File: src/rtl/alu_issue_sequencer_if.sv
// Instruction handshake and register-file/ALU control bundle for alu_issue_sequencer.
// The master drives instructions and returns the ALU result; the slave is the sequencer.
interface alu_issue_sequencer_if #(
    parameter int unsigned DATA_W = 12,
    parameter int unsigned ADDR_W = 3
);
    logic [11:0]       instr;
    logic              instr_valid;
    logic              instr_ready;
    logic [ADDR_W-1:0] rf_raddr1;
    logic [ADDR_W-1:0] rf_raddr2;
    logic              rf_we;
    logic [ADDR_W-1:0] rf_waddr;
    logic [DATA_W-1:0] rf_wdata;
    logic [2:0]        alu_op;
    logic [DATA_W-1:0] alu_result;
    logic              busy;
    logic              done;
    logic [15:0]       retired;

    modport master (
        output instr, instr_valid, alu_result,
        input  instr_ready, rf_raddr1, rf_raddr2, rf_we, rf_waddr, rf_wdata,
               alu_op, busy, done, retired
    );

    modport slave (
        input  instr, instr_valid, alu_result,
        output instr_ready, rf_raddr1, rf_raddr2, rf_we, rf_waddr, rf_wdata,
               alu_op, busy, done, retired
    );
endinterface

File: src/rtl/alu_issue_sequencer.sv
// Single-clock sequencer: preloads the register file, then runs each accepted
// instruction through READ -> EXEC -> WB with one write-back per instruction.
module alu_issue_sequencer #(
    parameter int unsigned       DATA_W    = 12,
    parameter int unsigned       ADDR_W    = 3,
    parameter logic [DATA_W-1:0] INIT_BASE = DATA_W'(3),
    parameter bit                INIT_EN   = 1'b1
) (
    input  logic               clk,
    input  logic               reset,
    alu_issue_sequencer_if.slave bus
);
    localparam int unsigned NREGS = 2 ** ADDR_W;
    localparam int unsigned IDX_W = ADDR_W + 1;

    typedef enum logic [2:0] {
        S_INIT,
        S_IDLE,
        S_READ,
        S_EXEC,
        S_WB
    } state_t;

    state_t            r_state;
    logic [IDX_W-1:0]  r_idx;
    logic [11:0]       r_instr;
    logic              r_ready;
    logic              r_busy;
    logic              r_we;
    logic              r_done;
    logic [ADDR_W-1:0] r_waddr;
    logic [DATA_W-1:0] r_wdata;
    logic [15:0]       r_retired;
    logic              w_accept;

    assign w_accept = (r_state == S_IDLE) && r_ready && bus.instr_valid;

    // Read addresses and opcode come straight from the latched instruction, so they
    // hold their last values through IDLE and WB.
    assign bus.alu_op      = r_instr[11:9];
    assign bus.rf_raddr1   = ADDR_W'(r_instr[5:3]);
    assign bus.rf_raddr2   = ADDR_W'(r_instr[2:0]);
    assign bus.instr_ready = r_ready;
    assign bus.busy        = r_busy;
    assign bus.rf_we       = r_we;
    assign bus.rf_waddr    = r_waddr;
    assign bus.rf_wdata    = r_wdata;
    assign bus.done        = r_done;
    assign bus.retired     = r_retired;

    always_ff @(posedge clk) begin
        if (reset) begin
            r_state   <= INIT_EN ? S_INIT : S_IDLE;
            r_idx     <= '0;
            r_instr   <= '0;
            r_ready   <= 1'b0;
            r_busy    <= INIT_EN;
            r_we      <= 1'b0;
            r_done    <= 1'b0;
            r_waddr   <= '0;
            r_wdata   <= '0;
            r_retired <= '0;
        end else begin
            r_we   <= 1'b0;
            r_done <= 1'b0;
            case (r_state)
                // r_idx == NREGS is a drain step so the last preload write stays one cycle wide
                S_INIT: begin
                    if (r_idx == IDX_W'(NREGS)) begin
                        r_state <= S_IDLE;
                        r_ready <= 1'b1;
                        r_busy  <= 1'b0;
                    end else begin
                        r_we    <= 1'b1;
                        r_waddr <= ADDR_W'(r_idx);
                        r_wdata <= INIT_BASE + DATA_W'(r_idx);
                        r_idx   <= r_idx + IDX_W'(1);
                    end
                end
                S_IDLE: begin
                    r_ready <= 1'b1;
                    r_busy  <= 1'b0;
                    if (w_accept) begin
                        r_instr <= bus.instr;
                        r_ready <= 1'b0;
                        r_busy  <= 1'b1;
                        r_state <= S_READ;
                    end
                end
                S_READ: begin
                    r_state <= S_EXEC;
                end
                // Capture the settled ALU result directly into the write-data register
                S_EXEC: begin
                    r_we    <= 1'b1;
                    r_done  <= 1'b1;
                    r_waddr <= ADDR_W'(r_instr[8:6]);
                    r_wdata <= bus.alu_result;
                    r_state <= S_WB;
                end
                S_WB: begin
                    r_retired <= r_retired + 16'd1;
                    r_ready   <= 1'b1;
                    r_busy    <= 1'b0;
                    r_state   <= S_IDLE;
                end
                default: begin
                    r_state <= S_IDLE;
                end
            endcase
        end
    end
endmodule

File: src/flat_wrapper.sv
// flat-port wrapper written by rule: the top's interface ports become plain ports
module alu_issue_sequencer_flat 
#(
    parameter int unsigned       DATA_W    = 12,
    parameter int unsigned       ADDR_W    = 3,
    parameter logic [DATA_W-1:0] INIT_BASE = DATA_W'(3),
    parameter bit                INIT_EN   = 1'b1
)
  (clk, reset, bus_instr, bus_instr_valid, bus_alu_result, bus_instr_ready, bus_rf_raddr1, bus_rf_raddr2, bus_rf_we, bus_rf_waddr, bus_rf_wdata, bus_alu_op, bus_busy, bus_done, bus_retired);
  alu_issue_sequencer_if #(.DATA_W(DATA_W), .ADDR_W(ADDR_W)) bus_i ();
  input  logic clk;
  input  logic reset;
  input wire logic [$bits(bus_i.instr)-1:0] bus_instr;
  input wire logic [$bits(bus_i.instr_valid)-1:0] bus_instr_valid;
  input wire logic [$bits(bus_i.alu_result)-1:0] bus_alu_result;
  output wire logic [$bits(bus_i.instr_ready)-1:0] bus_instr_ready;
  output wire logic [$bits(bus_i.rf_raddr1)-1:0] bus_rf_raddr1;
  output wire logic [$bits(bus_i.rf_raddr2)-1:0] bus_rf_raddr2;
  output wire logic [$bits(bus_i.rf_we)-1:0] bus_rf_we;
  output wire logic [$bits(bus_i.rf_waddr)-1:0] bus_rf_waddr;
  output wire logic [$bits(bus_i.rf_wdata)-1:0] bus_rf_wdata;
  output wire logic [$bits(bus_i.alu_op)-1:0] bus_alu_op;
  output wire logic [$bits(bus_i.busy)-1:0] bus_busy;
  output wire logic [$bits(bus_i.done)-1:0] bus_done;
  output wire logic [$bits(bus_i.retired)-1:0] bus_retired;
  assign bus_i.instr = bus_instr;
  assign bus_i.instr_valid = bus_instr_valid;
  assign bus_i.alu_result = bus_alu_result;
  assign bus_instr_ready = bus_i.instr_ready;
  assign bus_rf_raddr1 = bus_i.rf_raddr1;
  assign bus_rf_raddr2 = bus_i.rf_raddr2;
  assign bus_rf_we = bus_i.rf_we;
  assign bus_rf_waddr = bus_i.rf_waddr;
  assign bus_rf_wdata = bus_i.rf_wdata;
  assign bus_alu_op = bus_i.alu_op;
  assign bus_busy = bus_i.busy;
  assign bus_done = bus_i.done;
  assign bus_retired = bus_i.retired;
  alu_issue_sequencer #(.DATA_W(DATA_W), .ADDR_W(ADDR_W), .INIT_BASE(INIT_BASE), .INIT_EN(INIT_EN)) u_core (.clk(clk), .reset(reset), .bus(bus_i));
endmodule
File: config.mk
export PLATFORM = sky130hd
export DESIGN_NAME = alu_issue_sequencer_flat
export DESIGN_NICKNAME = d
export VERILOG_FILES = /design/src/rtl/alu_issue_sequencer_if.sv /design/src/rtl/alu_issue_sequencer.sv /design/src/flat_wrapper.sv
export SDC_FILE = /design/constraint.sdc
export NUM_CORES = 1
export LEC_CHECK = 0
export CAP_MARGIN = 20
export CORE_MARGIN = 2
export CORE_UTILIZATION = 47
export CTS_CLUSTER_DIAMETER = 60
export DETAILED_ROUTE_END_ITERATION = 8
export PLACE_DENSITY = 0.77
export SYNTH_ARGS = -nofsm -noshare
export SYNTH_HDL_FRONTEND = slang
export SYNTH_SLANG_ARGS = --single-unit
File: constraint.sdc
create_clock -name clk -period 2.5 [get_ports clk]
set_input_delay 0.5 -clock clk [delete_from_list [all_inputs] [get_ports clk]]
set_output_delay 0.5 -clock clk [all_outputs]
set_load 0.01 [all_outputs]
==> impl_results.md <==
* Sequential-to-total area share from yosys stat at 0.457
* Most frequent cells in the layout: 69 x clkdlybuf4s50_1, 54 x dfxtp_1, 36 x nor2_1
* Count of cell types in the netlist at between 40 and 50
* Slew Limit Fails at 0
* Nets at between 300 and 400
* I/O pins at 71
* Via count at 1,912
* Post-Synthesis Cells at ~260
* Root buffer cell: clkbuf_8
* Crit path kind: register to register
* Total gr overflow at 0
* Final wirelength at 4660 µm
* Flop2flop setup slack at 0.55 ns
* Setup crit end kind: register
* Pwr/cell area at around 500 nW/µm²
* Grt peak-use layer: met2
* Pre-Repair DR Iteration Count at 4
* Core Region at about 4800 µm²
* Routed Antenna Nets at 0
* Worst r2r path cells at 4
* CP endpoint: u_core.bus.retired[14]
* # fillers at approximately 420
* Seq cells post-synth at 54
* Clock slew at reported path FFs at about 0.090 ns
* All-Layer GR Usage at 0.178
* Switching Fraction at 0.210
* CTS tree: done
* Wirelength per Cell at 12.0 µm
* Syn nets at 295
* Post-DP HPWL at roughly 3300 µm
* Final WS setup at approximately 0.55 ns
* DIE WIDTH at roughly 75 µm
* Hold Fails Final Rpt at 0
* Gate power share at 0.080
* Most common cell after layout, fill and taps aside: clkdlybuf4s50_1
* DR DRC count at 0
* Startpoint class of the critical path: register
* TritonCTS buffer count at 5
* Gp weighted congestion at 0.778
* CP Max Fanout at 11
* Pint at ~0.0012 W
* Syn Area/Cell at around 9 µm²
* Starting Density at 0.494
* Final setup viols at 0
* Post-CTS setup repair buffer count at 0
* Slowest cell on crit path: or4_4
* Met2 usage at 0.289
* Synth top area share at 0.457
* R2r startpoint: u_core.r_state[0]
* Synth area leaders: dfxtp_1 46%, nor2_1 5.7%, mux2i_1 5.5%
* Die area at around 5600 µm²
* Slew @ Worst Pin at 0.582 ns
* Setup TNS at 0 ns
* Lkg Pwr at approximately 1.1 nW
* Status: finished, final reports clean
* First-pass GRT wire length at between 7000 and 8000 µm
* Worst-skew pair later-pin latency at about 0.30 ns
* Fin crit share at 0.781
* Cell Area, Synth at around 2400 µm²
* Finished layout cell area at around 3100 µm²
* Hold Crit Class: register to register
* Die Ht at about 75 µm
* Unrepaired setup endpoints after global routing: no
* Via density at 4.93
* Ys Warns at 0
* Clock sink count at between 50 and 60
* Peak supply drop at slightly below 0.4 mV
* Worst r2r dst: u_core.bus.retired[14]
* Slew margin rel. at 0.611
* Met1 usage in global routing at 0.231
* Share of cells above drive strength 1 at 0.0810
* Largest net degree at the start of global routing at 24
* FFs w/ async S/R, synth at 0
* Clock Skews at about 0.003 ns
* Number of enable flip-flop cells after synthesis at 0
* Critical path, cell by cell: nand4bb_4 > or4_4 > and2b_2 > mux2_2
* Place WS at ~0.58 ns
* Worst Hold Slack at 0.471 ns
* Iter 0 DRT Violations at between 70 and 80
* # diodes at 0
* Vias in the first global route at 1,783
* Clk network pwr share at 0.357
* Reg power frac at 0.563
* Cell Rows at 25
* Crit path from: u_core.r_state[0]
* Post-route minimum period at 1.95 ns
* H-tree depth at 2
* Cts repair resizes at 0
* Net switching power at about 0.00033 W
* IO Port Bufs at 70
* DP Area at ~3000 µm²
* Top FF cell, synth: dfxtp_1
* # hold bufs at CTS at 0
* Slowest stage delay, CP at between 0.5 and 0.6 ns
* Max frequency at around 0.51 GHz
* Initial antenna violation count at 0
* CP required at around 2.7 ns
* Layout area overhead at 32.9%
* Met3 usage at 0.0482
* Clock Path Buffers at 2
* Max Cap Violations at 0
* WP data arrival at around 2.2 ns
* Yosys top cell by area: dfxtp_1
-- power groups by stage --
stage | logic [W] | registers, W | clock network, W
detailed placement | 0.000127 | 0.000908 | 0
floorplan | 0.0000513 | 0.000910 | 0
CTS | 0.000128 | 0.000889 | 0.000587
finish | 0.000127 | 0.000888 | 0.000563
global placement | 0.000126 | 0.000908 | 0
global route | 0.000140 | 0.000891 | 0.000616
-- logic make-up after synthesis --
logic type | after synthesis | synth area share
buffers and inverters | 32 | 0.0709
AND/OR/NAND/NOR | 110 | 0.239
AO/OA/AOI/OAI | 33 | 0.0847
adder cells (fa/ha/maj) | 4 | 0.0212
flip-flops | 54 | 0.457
multiplexers | 18 | 0.0788
XOR/XNOR | 13 | 0.0481
-- layout make-up --
type	instances	area, µm²	share of cell area
multi-input cells	178	1120	0.355
flip-flops and latches	54	1080	0.344
repair buffers	74	726	0.231
well taps	67	83.8	0.0267
clock buffers	5	68.8	0.0219
clock inverters	3	40.0	0.0127
inverters	7	26.3	0.00836
-- metrics by stage --
stage	total power, W	instances	util
2_1_floorplan	0.000961	264	-
3_3_place_gp	0.00103	380	0.634
3_5_place_dp	0.00104	380	0.634
4_1_cts	0.00160	388	0.656
5_1_grt	0.00165	388	0.656
6_report	0.00158	388	0.656
-- Yosys cell counts, drive strengths merged (2+ instances only) --
cell type  instances
mux2i             13
inv                7
clkbuf            11
a311oi             2
ha                 4
nor2b              4
and3               3
xor2               6
dfxtp             54
or4                2
o21ai              3
or3                2
a21oi             18
xnor2              7
buf               14
nand2             23
nor2              36
nand4              2
mux2               5
nor3               7
nand3             20
a21o               2
-- critical path, delay by kind of cell (launching register included) --
| kind | cells | cell delay, ns |
|---|---|---|
| mux | 1 | 0.33 |
| flops | 1 | 0.42 |
| simple gates | 3 | 1.10 |
-- per-layer routing --
| metal | vias to the layer above | wire [µm] |
|---|---|---|
| li1 | 997 | - |
| met1 | 862 | 2170 |
| met2 | 47 | 2190 |
| met3 | 6 | 240 |
| met4 | 0 | 61 |
| met5 | - | 0 |
-- sequential cells by signal, indices dropped and copies added (netlist names) --
name	cells
u_core.bus.retired	16
u_core.r_idx	4
u_core.r_state	3
u_core.bus.rf_wdata	12
u_core.bus.rf_waddr	3
u_core.bus.done	1
u_core.r_instr	12
u_core.bus.rf_we	1
u_core.bus.busy	1
u_core.bus.instr_ready	1
-- how the worst min path moves through the flow --
stage,cells after the start,to,startpoint,slack [ns]
finish,2,u_core.bus.rf_wdata[11],u_core.bus.rf_wdata[11],0.47
global route,2,u_core.bus.rf_wdata[1],u_core.bus.rf_wdata[1],0.50
global placement,1,u_core.bus.busy,u_core.bus.busy,0.44
floorplan,2,u_core.r_instr[7],u_core.r_instr[7],0.46
detailed placement,2,u_core.bus.rf_wdata[1],u_core.bus.rf_wdata[1],0.46
CTS,2,u_core.bus.rf_wdata[11],u_core.bus.rf_wdata[11],0.47
(Power assumes the default switching activity.)
